===== src/rtl/led_fade_pwm.sv =====
// led_fade_pwm: per-channel LED fader. Each channel's level ramps toward a
// latched target by one step per tick_in strobe. The levels are turned into
// glitch-free PWM with a 255-cycle period.
// Optional feature macro: LED_FADE_GAMMA_EN. When it is defined, the PWM duty
// is the square-law gamma of the level instead of the level itself.
module led_fade_pwm #(
    parameter int CH = 8
) (
    input  logic            clk,
    input  logic            rst,
    input  logic            tick_in,
    input  logic [8*CH-1:0] target,
    input  logic            target_valid,
    output logic            target_ready,
    output logic            busy,
    output logic [CH-1:0]   led
);

    localparam logic [7:0] PWM_LAST = 8'd254;

    typedef enum logic {
        IDLE,
        FADE
    } state_t;

    state_t     state;
    logic [7:0] pwm_cnt;
    logic [7:0] level [CH];
    logic [7:0] tgt   [CH];
    logic [7:0] duty  [CH];
    logic       all_eq;
    logic       period_end;

    assign period_end = (pwm_cnt == PWM_LAST);

`ifdef LED_FADE_GAMMA_EN
    // Perceptual correction: (l*l + 255) >> 8 keeps 0->0, 1->1 and 255->255.
    function automatic logic [7:0] duty_of(input logic [7:0] lvl);
        logic [15:0] sq;
        sq = 16'(lvl) * 16'(lvl) + 16'd255;
        return sq[15:8];
    endfunction
`else
    // Linear brightness: the duty is the level itself.
    function automatic logic [7:0] duty_of(input logic [7:0] lvl);
        return lvl;
    endfunction
`endif

    // Fade is complete when every registered level matches its target.
    // NOTE: each combinational output gets a default before any condition, so no latch can be inferred.
    always_comb begin
        all_eq = 1'b1;
        for (int i = 0; i < CH; i++) begin
            if (level[i] != tgt[i]) begin
                all_eq = 1'b0;
            end
        end
    end

    // Free-running PWM phase counter that counts 0..254 and then wraps.
    // NOTE: state registers use non-blocking '<=' so every flop samples pre-edge values.
    always_ff @(posedge clk) begin
        if (rst) begin
            pwm_cnt <= '0;
        end else if (period_end) begin
            pwm_cnt <= '0;
        end else begin
            pwm_cnt <= pwm_cnt + 8'd1;
        end
    end

    // The duty shadow updates only at a period boundary, so a pulse is never truncated.
    // The LED pin is a registered compare against the duty.
    // NOTE: these small per-channel arrays are reset explicitly because their contents are visible on led.
    always_ff @(posedge clk) begin
        if (rst) begin
            for (int i = 0; i < CH; i++) begin
                duty[i] <= '0;
            end
            led <= '0;
        end else begin
            for (int i = 0; i < CH; i++) begin
                if (period_end) begin
                    duty[i] <= duty_of(level[i]);
                end
                led[i] <= (pwm_cnt < duty[i]);
            end
        end
    end

    // Handshake and fade FSM with registered ready/busy outputs.
    // A step moves a level one count toward its target and never passes it.
    always_ff @(posedge clk) begin
        if (rst) begin
            state        <= IDLE;
            target_ready <= 1'b1;
            busy         <= 1'b0;
            for (int i = 0; i < CH; i++) begin
                level[i] <= '0;
                tgt[i]   <= '0;
            end
        end else begin
            case (state)
                IDLE: begin
                    if (target_valid && target_ready) begin
                        for (int i = 0; i < CH; i++) begin
                            tgt[i] <= target[8*i +: 8];
                        end
                        state        <= FADE;
                        target_ready <= 1'b0;
                        busy         <= 1'b1;
                    end
                end
                FADE: begin
                    if (tick_in) begin
                        for (int i = 0; i < CH; i++) begin
                            if (level[i] < tgt[i]) begin
                                level[i] <= level[i] + 8'd1;
                            end else if (level[i] > tgt[i]) begin
                                level[i] <= level[i] - 8'd1;
                            end
                        end
                    end
                    if (all_eq) begin
                        state        <= IDLE;
                        target_ready <= 1'b1;
                        busy         <= 1'b0;
                    end
                end
                default: begin
                    state        <= IDLE;
                    target_ready <= 1'b1;
                    busy         <= 1'b0;
                end
            endcase
        end
    end

endmodule


===== config.mk =====
export PLATFORM = sky130hd
export DESIGN_NAME = led_fade_pwm
export DESIGN_NICKNAME = d
export VERILOG_FILES = /design/src/rtl/led_fade_pwm.sv
export SDC_FILE = /design/constraint.sdc
export NUM_CORES = 1
export LEC_CHECK = 0
export ABC_AREA = 1
export BUFFER_PORTS_ARGS = -buffer_cell sky130_fd_sc_hd__clkbuf_2
export CAP_MARGIN = 25
export CORE_AREA = 2 2 174 262
export DETAILED_ROUTE_END_ITERATION = 10
export DIE_AREA = 0 0 176 264
export GPL_TIMING_DRIVEN = 0
export HOLD_SLACK_MARGIN = 0.06
export PLACE_DENSITY_LB_ADDON = 0.15
export RECOVER_POWER = 100
export SLEW_MARGIN = 20
export SYNTH_ARGS = -nofsm -noshare
export SYNTH_HDL_FRONTEND = slang
export SYNTH_SLANG_ARGS = --single-unit

===== constraint.sdc =====
create_clock -name clk -period 4.74 [get_ports clk]
set_input_delay 0.948 -clock clk [delete_from_list [all_inputs] [get_ports clk]]
set_output_delay 0.948 -clock clk [all_outputs]
set_load 0.005 [all_outputs]

==> reports/results.ini <==
[status]
status = complete, no violations

[critical_path]
arrival_ps = 3820
endpoint_kind = flop
cp_max_fo = 33
rr_startpoint = pwm_cnt[3]
r2r_slack_ps = 1150
r2r-end = duty[1][29]
crit_path_start_kind = input port
path_class = input port to flop
crit_required_ps = 4810
rr_worst_depth = 5

[hold_path]
worstHoldStart = pwm_cnt[0]
whs_endpoint = pwm_cnt[0]
whs_path_depth = 1
min_path_type = flop to flop

[floorplan]
die-area_um2 = 46500
die_w_um = 176
start_util_pct = 29.7
rows = 95
die_y_um = 264
ioPinCount = 78
core_area_um2 = 44300

[global_route]
grt_use_met2_pct = 25.3
grt_usage_pct = 13.5
antenna_found_initial = 0
grt_pass1_vias = 9381
grt_first_pass_wirelength_mm = 49.0
grt_use_met3_pct = 1.57
grtUsageMet1_pct = 15.6
gr-total-overflow = 0
busiest_layer = met2
grt_max_degree = 44

[routing]
drtPass1Iterations = 5
wl_per_cell_um = 14.2
drt_iter0_markers = 426
drtAntennaViolNets = 0
num_vias = 9582
via_per_inst = 4.40
drc = 0
wl_mm = 30.9

[timing]
rsz0062_at_grt = false
setup_slack_ps = 998
skew_ps = 21.8
finalHoldViolCount = 0
slew_headroom_pct = 6.75
setup_viol = 0
worst_pin_slew_ps = 1400
final.period_utilization_pct = 78.9
slew_violations = 0
fin_setup_tns_ps = 0
timing.fmax_mhz = 267
min_period_ps = 3740
hold_slack_ps = 487

[yosys]
synth_area_um2 = 13200
synth_ff_type = edfxtp_1
netlist-cell-type-count = 42
async_reset_ff_share_pct = 0
post_synth.cell_area_avg_um2 = 8.94
syn_inst = 1472
synth_edf_count = 192
ys_ff_latch = 211
seq_area_frac_synth_pct = 46.7
syn-num-nets = 1713
ys.warnings.count = 0

[clock_tree]
cts_tree = done
htreeDepth = 1
cts.path.max_buffers = 3
clkTransAtPathRegs_ps = 60
cts_sinks = 211
cts_setup_buffers = 0
cts-resized-gates = 0
cts_hold_buf = 0
clockRootBuffer = clkbuf_16
numCtsBuffers = 24
worstSkewPairLatency_ps = 540

[final_layout]
layout_commonest_cell = inv_1
drive_gt1_share_pct = 8.78
fin_nets = 1818
area_delta_synth_final_pct = 14.2
layout_common_cells = inv_1, nand2_1, nor2_1
diodes = 0
stdcell_area_um2 = 15000
stdcell_count = 2177

[placement]
place.gp.congestion = 0.832
dpl_cell_area_um2 = 14300
dp_slack_ps = 934
hpwl_mm = 23.5
dp_cells = 2133
port_buffers = 77

[power]
peakVddDrop_uv = 244
power_leakage_nw = 7.07
power_density_nw_per_um2 = 325

[job]
drv_cap = 0

-- cells by family (layout without fill, tap and decap cells) --
family / Yosys count / count (layout) / synth area share, %
adders and majority gates: 173 / 173 / 16.9
xor gates and xnor gates: 15 / 15 / 0.999
AOI/OAI and AO/OA: 198 / 198 / 8.27
DFF: 211 / 211 / 46.7
and+or+nand+nor: 540 / 540 / 17.4
buffers and inverters: 335 / 458 / 9.78
-- flip-flops by register name (all words and copies together), names as in the netlist --
signal        cells
led               8
tgt              64
pwm_cnt           8
duty             64
state             1
target_ready      1
level            64
busy              1
-- Yosys cell counts (4+ instances only) --
library cell / number / area (µm²)
nor2_2: 11 / 68.8
edfxtp_1: 192 / 5770
nor3_1: 10 / 50.1
clkbuf_1: 11 / 41.3
or2_2: 4 / 25.0
a21oi_1: 114 / 571
xor2_1: 14 / 123
a31oi_1: 4 / 25.0
o21ai_0: 44 / 220
fa_1: 7 / 140
nand3_1: 47 / 235
nor2_4: 11 / 124
nand4_1: 9 / 56.3
o211ai_1: 8 / 60.1
ha_1: 166 / 2080
a21oi_2: 4 / 35.0
inv_1: 314 / 1180
o21a_1: 8 / 60.1
nor2_1: 212 / 796
dfxtp_1: 19 / 380
a211oi_1: 9 / 67.6
nand2_1: 223 / 837
-- worst max-delay path by stage --
stage	startpoint	to	slack (ps)	cells after the start
after floorplan	rst	tgt[0][0]	1390	4
final	rst	tgt[0][28]	1000	6
after CTS	state	level[0][14]	1470	14
after global routing	tick_in	level[0][14]	720	15
after global placement	rst	tgt[0][16]	-1210	5
after detailed placement	tick_in	level[0][6]	930	15
-- stage by stage --
step / utilization (%) / power (mW)
detailed placement: 32.3 / 3.03
global placement: 32.2 / 3.02
floorplan: - / 2.79
global route: 33.9 / 5.15
CTS: 34.1 / 4.98
finish: 33.9 / 4.88
-- power by group --
group	internal, mW	total, mW	switching, mW
sequential	2.18	2.27	0.0897
combinational	0.248	0.695	0.447
clock	1.12	1.91	0.790
total	3.55	4.88	1.33
-- routing by layer --
metal	routed length, µm	part of all wire (%)
met1	12800	42
met2	16200	52
met3	975	3.2
met4	880	2.8
met5	0	0
-- critical path: stages --
cell,delay [ps]
clkbuf_1,130
inv_1,90
clkbuf_1,470
clkbuf_1,910
nand2_4,550
clkbuf_2,670
-- area by class of cell --
type | count | area [µm²]
Timing Repair Buffer | 79 | 387
Clock inverter | 14 | 133
Buffer | 19 | 72.6
Inverter | 316 | 1190
Tap cell | 582 | 728
Multi-Input combinational cell | 926 | 5700
Sequential cell | 211 | 6150
Clock buffer | 30 | 674
Fill cell | 4614 | 29300
Power figures use the tool's default switching activity.
